--- config.mk ---
export PLATFORM = sky130hd
export DESIGN_NAME = gpr_scoreboard_bank
export DESIGN_NICKNAME = d
export VERILOG_FILES = /design/src/rtl/gpr_scoreboard_bank.sv
export SDC_FILE = /design/constraint.sdc
export NUM_CORES = 2
export LEC_CHECK = 0
export CAP_MARGIN = 30
export CORE_MARGIN = 3
export CORE_UTILIZATION = 30
export CTS_BUF_LIST = sky130_fd_sc_hd__clkbuf_8 sky130_fd_sc_hd__clkbuf_16
export DETAILED_ROUTE_END_ITERATION = 6
export DONT_BUFFER_PORTS = 1
export PLACE_DENSITY = 0.45
export SYNTH_ARGS = -nofsm -noshare
export SYNTH_HDL_FRONTEND = slang
export SYNTH_SLANG_ARGS = --single-unit
--- constraint.sdc ---
create_clock -name clk -period 30.6 [get_ports clk]
set_clock_uncertainty 0.2 [all_clocks]
set_input_delay 3.06 -clock clk [delete_from_list [all_inputs] [get_ports clk]]
set_output_delay 3.06 -clock clk [all_outputs]
set_load 0.01 [all_outputs]
--- src/rtl/gpr_scoreboard_bank.sv ---
// Parametrised register bank with busy-bit scoreboard, write-to-read bypass and flush.
// One bank instance serves one register group (integer, float or matrix).

module gpr_scoreboard_rdport #(
  parameter int DATA_W   = 32,
  parameter int DEPTH    = 32,
  parameter int IDX_W    = $clog2(DEPTH),
  parameter int ZERO_REG = 1,
  parameter int BYPASS   = 1
) (
  input  logic [IDX_W-1:0]             i_idx,
  input  logic [DEPTH-1:0][DATA_W-1:0] i_regs,
  input  logic [DEPTH-1:0]             i_busy,
  input  logic                         i_wr_eff,
  input  logic [IDX_W-1:0]             i_wr_idx,
  input  logic [DATA_W-1:0]            i_wr_data,
  output logic [DATA_W-1:0]            o_data,
  output logic                         o_busy
);
  always_comb begin
    o_data = i_regs[i_idx];
    o_busy = i_busy[i_idx];
    if (ZERO_REG != 0 && i_idx == '0) begin
      o_data = '0;
      o_busy = 1'b0;
    end else if (BYPASS != 0 && i_wr_eff && i_wr_idx == i_idx) begin
      // the register is being written this cycle: forward and report ready
      o_data = i_wr_data;
      o_busy = 1'b0;
    end
  end
endmodule

module gpr_scoreboard_bank #(
  parameter int DATA_W   = 32,
  parameter int DEPTH    = 32,
  parameter int IDX_W    = $clog2(DEPTH),
  parameter int NRD      = 3,
  parameter int ZERO_REG = 1,
  parameter int BYPASS   = 1
) (
  input  logic                       clk,
  input  logic                       rst,
  input  logic                       alloc_valid,
  input  logic [IDX_W-1:0]           alloc_idx,
  output logic                       alloc_ready,
  input  logic                       we,
  input  logic [IDX_W-1:0]           wr_idx,
  input  logic [DATA_W-1:0]          wr_data,
  input  logic                       flush,
  input  logic [NRD*IDX_W-1:0]       rd_idx,
  output logic [NRD*DATA_W-1:0]      rd_data,
  output logic [NRD-1:0]             rd_busy,
  output logic [$clog2(DEPTH+1)-1:0] busy_cnt,
  output logic                       err_wr_idle
);
  localparam int CNT_W = $clog2(DEPTH+1);

  logic [DEPTH-1:0][DATA_W-1:0] r_regs;
  logic [DEPTH-1:0]             r_busy;
  logic [CNT_W-1:0]             r_cnt;
  logic                         r_err;

  logic             w_wr_eff;
  logic             w_alloc_zero;
  logic             w_alloc_fire;
  logic [DEPTH-1:0] w_busy_nxt;
  logic [CNT_W-1:0] w_cnt_nxt;

  assign w_wr_eff     = we && !(ZERO_REG != 0 && wr_idx == '0);
  assign w_alloc_zero = (ZERO_REG != 0) && (alloc_idx == '0);

  // A busy destination may be re-allocated only when its write-back lands this cycle
  always_comb begin
    alloc_ready = 1'b0;
    if (!flush)
      alloc_ready = w_alloc_zero || !r_busy[alloc_idx] ||
                    (w_wr_eff && wr_idx == alloc_idx);
  end

  assign w_alloc_fire = alloc_valid && alloc_ready && !w_alloc_zero;

  // Allocation is applied after the write clear so a same-index pair stays busy
  always_comb begin
    w_busy_nxt = r_busy;
    if (w_wr_eff)     w_busy_nxt[wr_idx]    = 1'b0;
    if (w_alloc_fire) w_busy_nxt[alloc_idx] = 1'b1;
    if (flush)        w_busy_nxt            = '0;
  end

  always_comb begin
    w_cnt_nxt = '0;
    for (int i = 0; i < DEPTH; i++)
      w_cnt_nxt = w_cnt_nxt + CNT_W'(w_busy_nxt[i]);
  end

  always_ff @(posedge clk or posedge rst) begin
    if (rst) begin
      r_regs <= '0;
    end else if (w_wr_eff) begin
      r_regs[wr_idx] <= wr_data;
    end
  end

  always_ff @(posedge clk or posedge rst) begin
    if (rst) begin
      r_busy <= '0;
      r_cnt  <= '0;
      r_err  <= 1'b0;
    end else begin
      r_busy <= w_busy_nxt;
      r_cnt  <= w_cnt_nxt;
      if (w_wr_eff && !r_busy[wr_idx]) r_err <= 1'b1;
    end
  end

  assign busy_cnt    = r_cnt;
  assign err_wr_idle = r_err;

  for (genvar p = 0; p < NRD; p++) begin : g_rd
    gpr_scoreboard_rdport #(
      .DATA_W  (DATA_W),
      .DEPTH   (DEPTH),
      .IDX_W   (IDX_W),
      .ZERO_REG(ZERO_REG),
      .BYPASS  (BYPASS)
    ) u_rd (
      .i_idx    (rd_idx[p*IDX_W +: IDX_W]),
      .i_regs   (r_regs),
      .i_busy   (r_busy),
      .i_wr_eff (w_wr_eff),
      .i_wr_idx (wr_idx),
      .i_wr_data(wr_data),
      .o_data   (rd_data[p*DATA_W +: DATA_W]),
      .o_busy   (rd_busy[p])
    );
  end
endmodule
-- Yosys cells after proc, flatten, opt, wreduce, memory -nomap -nowiden
Index checks and enable logic that the tools add are counted.
Widths: inputs -> output; s select.
- logic and storage cells: 140
- input bits: 62
- flip-flop bits (word level): 1063
- output and inout bits: 107
- order comparisons: 7
- reductions and logical operators: 21
- add/sub/neg operators: 31
- mux-type cells: 39
- bitwise logic cells: 3
- eq/ne operators: 4
- operator list (cell ; number):
    $bwmux 1024 ; 1
    $bmux 32 s5 ; 3
    $mux 32 ; 13
    $demux 32 s5 ; 1
    $add 6x1->6 ; 26
    $and 32x32->32 ; 1
    $not 32->32 ; 1
    $or 32x32->32 ; 1
    $lt 5x6->1 const B ; 5
    $bmux 1 s5 ; 5
    $logic_not 5->1 ; 5
    $eq 5x5->1 ; 4
    $mux 1 ; 14
    $demux 1 s5 ; 2
    $ge 5x1->1 const B ; 2
    $logic_and 1x1->1 ; 10
    $add 5x1->6 ; 1
    $add 4x1->5 ; 1
    $add 3x1->4 ; 1
    $logic_not 1->1 ; 4
    $add 2x1->3 ; 1
    $add 1x1->2 ; 1
    $logic_or 1x1->1 ; 2

-- Longest topological paths before layout
- depth in word-level cells: 41
- depth in mapped cells: 24
- mapped depth without buffers: 21

-- Cells and area by module
From an unflattened synthesis, not the netlist that was laid out.
- cells, all modules: 4982
- area total of the unflattened synthesis: 68266.7 µm²
- modules (own cells, without submodules) (module ; instances ; sequential area each (µm²) ; cells an instance ; area each (µm²)):
    gpr_scoreboard_bank ; 1 ; 26600.5 ; 2582 ; 41282.1
    gpr_scoreboard_rdport ; 3 ; 0.0 ; 800 ; 8994.9

-- Worst setup path after synthesis
OpenSTA, ideal clock, no wires.
- path type: input -> register
- from: input port alloc_idx[0]
- to: register r_cnt[4] (netlist: busy_cnt[4])
- data arrival time: 8559 ps
- setup time: 80 ps
- stages: 21
- data required time: 30320 ps
- setup slack: 21761 ps
- path buffers: 3
- cells stage by stage: buf_4 -> buf_6 -> mux2i_1 -> o221ai_1 -> nand3_1 -> nand3_2 -> buf_2 -> o31ai_1 -> fa_1 -> inv_1 -> fa_1 -> fa_1 -> fa_1 -> fa_1 -> inv_1 -> fa_1 -> ha_1 -> fa_1 -> a21o_1 -> a21oi_1 -> xnor2_1
- longest elaborated chain between the ends: 41
- elaborated cells on any way between the ends: 51
- those cells by class: add/sub: 31; order compare: 2; eq/ne: 1; mux: 7; bitwise: 1; reduce/logical: 9
- RTL lines (what ; RTL line ; text):
    start: declaration ; 45 ; input logic [IDX_W-1:0] alloc_idx,
    $bmux 1 s5 ; 77 ; alloc_ready = w_alloc_zero || !r_busy[alloc_idx] ||
    $mux 1 (implied by the code) ; 77 ;
    $logic_not 1->1 ; 77 ;
    $logic_or 1x1->1 (2 in a row) ; 77 ;
    $mux 1 ; 76 ; if (!flush)
    $logic_and 1x1->1 (2 in a row) ; 81 ; assign w_alloc_fire = alloc_valid && alloc_ready && !w_alloc_zero;
    $mux 32 (*) ; 87 ; if (w_alloc_fire) w_busy_nxt[alloc_idx] = 1'b1;
    $mux 32 (*) ; 88 ; if (flush) w_busy_nxt = '0;
    via w_busy_nxt[1] ; 67 ; logic [DEPTH-1:0] w_busy_nxt;
    $add 1x1->2 (*) ; 94 ; w_cnt_nxt = w_cnt_nxt + CNT_W'(w_busy_nxt[i]);
    $add 2x1->3 (*) ; 94 ;
    $add 3x1->4 (*) ; 94 ;
    $add 4x1->5 (*) ; 94 ;
    $add 5x1->6 (*) ; 94 ;
    $add 6x1->6 (*) (26 in a row) ; 94 ;
    via w_cnt_nxt[4] ; 68 ; logic [CNT_W-1:0] w_cnt_nxt;
    end signal: assignment ; 112 ; r_cnt <= w_cnt_nxt;
    end: declaration ; 61 ; logic [CNT_W-1:0] r_cnt;
The timed path passes the listed nets; every way through them passes the cells marked *. The select of a mux whose other input is x is not followed.
A chain may end at the register's enable or synchronous reset.

-- Final worst setup path
- from: input port rd_idx[5]
- to: output port rd_data[40]
- longest elaborated chain between the ends: 4
- elaborated cells on any way between the ends: 7
- those cells by class: eq/ne: 1; mux: 4; reduce/logical: 2
- RTL lines (what ; RTL line ; text):
    start: declaration ; 51 ; input logic [NRD*IDX_W-1:0] rd_idx,
    $bmux 32 s5 or $eq 5x5->1 (tied branches) ; 21, 26 ;
    $mux 32 (implied by the code) or $logic_and 1x1->1 (tied branches) ; 21, 26 ;
    $mux 32 ; 26 ; end else if (BYPASS != 0 && i_wr_eff && i_wr_idx == i_idx) begin
    $mux 32 (*) ; 23 ; if (ZERO_REG != 0 && i_idx == '0) begin
    end: declaration ; 52 ; output logic [NRD*DATA_W-1:0] rd_data,
Mark *: on every way between the ends. The rest lies on a longest branch, timed or not. The select of a mux whose other input is x is not followed.

==> impl_metrics.tcl <==
set metrics [dict create \
    drive_gt1_share_pct 44.4 \
    hold-worst-slack_ns 0.213 \
    synthCells 4904 \
    final.period_utilization_pct 31.3 \
    powerDensity_mw_per_mm2 59.7 \
    die_w_um 483 \
    path_class "in2out" \
    irDropWorstVdd_uv 41.2 \
    vias 47000 \
    numPortBuffers 0 \
    power.leakage_nw 31.0 \
    cts_tree "yes" \
    rsz0062_at_grt "no" \
    syn_area_per_cell_um2 13.9 \
    root_buffer "clkbuf_16" \
    drtAntennaViolNets 0 \
    fmax_ghz 0.104 \
    synth_compound_area_share_pct 7.73 \
    finalHoldViolCount 0 \
    finalSetupTns_ns 0 \
    worst-path-buf-inv 1 \
    synth_cell_type_count 74 \
    critPathMaxStageDelay_ns 0.79 \
    cts_resized 0 \
    setup_viol 0 \
    post_cts_buffers 0 \
    clkTransAtPathRegs_ns 0.05 \
    cp_cell_sequence "xnor2_1, nand3_1, nor4_4, buf_4, a32o_1" \
    via_per_inst 6.15 \
    io_pins 169 \
    synth-async-reset-ratio_pct 100 \
    maxCapViolations 0 \
    max_slew_margin_pct -21.6 \
    grt_pass1_vias 48100 \
    grt_pass1_wl_um 389000 \
    nFillCells 22200 \
    synth_warnings 0 \
    ys_ff_latch 1063 \
    drc 4 \
    syn_nets 4997 \
    dieArea_mm2 0.233 \
    rows 174 \
    slowest_stage "buf_4" \
    synth_xor_area_share_pct 0.295 \
    stdcell_count 7646 \
    cts.sinks 1063 \
    drv_slew 350 \
    fin_nets 4651 \
    wl_per_cell_um 36.1 \
    tightest_slew_ns 1.82 \
    wirelength_um 276000 \
    grt_overflow 0 \
    status "finished, violations left" \
    yosysSeqAreaShare_pct 39.0 \
    yosys.area_share.simple_pct 3.09 \
    hold_path.class "reg2reg" \
    area_growth_pct 9.59 \
    crit_arrival_ns 6.32 \
    synthMuxAreaShare_pct 44.7 \
    grt_max_degree 319 \
    cp_max_fo 315 \
    synth-adder-area-share_pct 0.833 \
    crit_family "buffers and inverters" \
    cp.required_ns 27.34 \
    clk_latency_ns 0.79 \
    min_period_ns 9.58 \
    cts_buffers 133 \
    drt_iter0_drc 4755 \
    synth-edff-count 0 \
    grt_use_total_pct 23.4 \
    antenna_found_initial 12 \
    cts_max_level 4 \
    netlist_area_mm2 0.0682 \
    dr.pass1.iters 7 \
    place_inst 7411 \
    end_kind "output port" \
    hpwlAfterDp_um 151000 \
    gp_congestion 0.853 \
    die_h_um 483 \
    synth_ff_type "dfrtp_1" \
    clock_path_buffers 3 \
    synth_top_family_by_area "multiplexers" \
    violations "DRC, slew limit" \
    total_power_mw 4.46 \
    worstSetupStartpointType "input pin" \
    final_util_pct 33.1 \
    initial_core_util_pct 30.2 \
    core-area_mm2 0.226 \
    cts_hold_buf 0 \
]
## worst register-to-register path, delay by kind of cell, from the launching register on
family	cells	cell delay, ns
fa+ha+maj	8	3.54
flops	1	0.53
simple gates	1	0.46
mux	1	0.36
buf+inv	2	0.13
xor+xnor	1	0.13
compound gates	5	1.51
## cell type report
type	instances	area (µm²)	area share, %
antenna	4	10.0	0.0134
timing repair buffer	102	978	1.31
clock inverter	68	539	0.721
multi-input combinational	3220	39000	52.1
tap	2992	3740	5.01
clock buffer	159	3750	5.02
sequential	1063	26600	35.6
inverter	38	146	0.196
## sequential cells by signal, summed over array words and instances, names as in the netlist
| signal | count |
|---|---|
| err_wr_idle | 1 |
| r_regs | 1024 |
| r_busy | 32 |
| busy_cnt | 6 |
## synth_stat cells, types with 6 or more instances
cell type     n  share of area, %
nand3_1      60              0.44
and3_1       18              0.17
xnor2_1      18              0.23
nand2b_1     12              0.11
o211ai_1     11              0.12
nand4_1      13              0.12
or3b_2        6             0.077
buf_6        26              0.43
fa_1         24              0.70
nor2_1       36              0.20
a221oi_1     65              0.83
nor2b_1      39              0.36
mux2i_1     386               5.7
o221ai_1     33              0.42
o21ai_0      42              0.31
nand3b_1      8             0.088
a221o_1      29              0.43
mux2_2     1017                17
clkbuf_1    253               1.4
mux4_2      670                22
ha_1          7              0.13
nand2_1     123              0.68
nor3_1       12             0.088
o22ai_1      61              0.56
a21oi_1      65              0.48
a22oi_1     108               1.2
and2_1       30              0.28
a211o_1      52              0.67
o31ai_1      11              0.12
dfrtp_1    1063                39
nor3b_1      17              0.19
o21bai_1     26              0.29
inv_1        34              0.19
buf_1        40              0.22
a41oi_1       7             0.090
a211oi_1    109               1.2
a32o_1       31              0.45
a21o_1        6             0.066
buf_4        55              0.61
buf_2       207               1.5
## kinds of logic (layout without fill, tap and decap cells)
| logic type | Yosys count | count (layout) |
|---|---|---|
| mux | 2078 | 2078 |
| buf+inv | 621 | 367 |
| xor+xnor | 23 | 23 |
| compound gates | 692 | 692 |
| other cells | 0 | 4 |
| simple gates | 396 | 396 |
| fa+ha+maj | 31 | 31 |
| flops | 1063 | 1063 |
## per-layer routing
| layer | global-route usage [%] | vias up | wire length [µm] |
|---|---|---|---|
| met5 | 0 | - | 13 |
| met4 | 7.05 | 2 | 8910 |
| met3 | 5.38 | 429 | 21100 |
| met2 | 36.5 | 2003 | 126000 |
| met1 | 32.4 | 25800 | 120000 |
| li1 | - | 18800 | - |
## placed cells by master (no fill, tap or decap), types with 17 or more instances in the layout
master,synthesis,final
a221oi_1,65,65
a211o_1,52,52
buf_4,55,87
nand3_1,60,59
a32o_1,31,31
mux4_2,670,670
dfrtp_1,1063,1063
o22ai_1,61,61
clkbuf_8,0,20
and3_1,18,18
mux2_2,1017,1017
and2_1,30,27
nand2_1,123,111
nor3b_1,17,17
clkbuf_16,0,139
mux2i_1,386,386
nor2b_1,39,33
fa_1,24,24
xnor2_1,18,18
clkinv_2,0,21
a21oi_1,65,65
inv_1,34,62
a211oi_1,109,109
a22oi_1,108,108
a221o_1,29,29
o21bai_1,26,26
o21ai_0,42,42
o221ai_1,33,33
nor2_1,36,20
## report_power, final
group	leakage, nW	switching, mW	internal, mW	total [mW]
clock network	2.24	0.669	0.919	1.59
logic	15.1	0.375	0.599	0.974
registers	13.7	0.239	1.66	1.90
## metrics by stage
stage / setup slack [ns] / area, µm²
6_report: 21.02 / 74700
5_1_grt: 21.05 / 74700
4_1_cts: 21.15 / 74600
3_5_place_dp: 20.92 / 70300
3_3_place_gp: 20.88 / 70100
2_1_floorplan: 12.68 / 68200
## path summary, 6_finish.rpt
check	from	to	slack (ns)	depth (start not counted)
max in group asynchronous	rst	r_regs[266]	23.30	7
max	rd_idx[5]	rd_data[40]	21.02	5
min reg2reg	r_regs[13]	r_regs[13]	0.21	0
min in group asynchronous	rst	r_regs[324]	2.05	1
max reg2reg	r_busy[24]	busy_cnt[4]	23.66	18
min	r_regs[13]	r_regs[13]	0.21	0
Power figures use the tool's default switching activity.
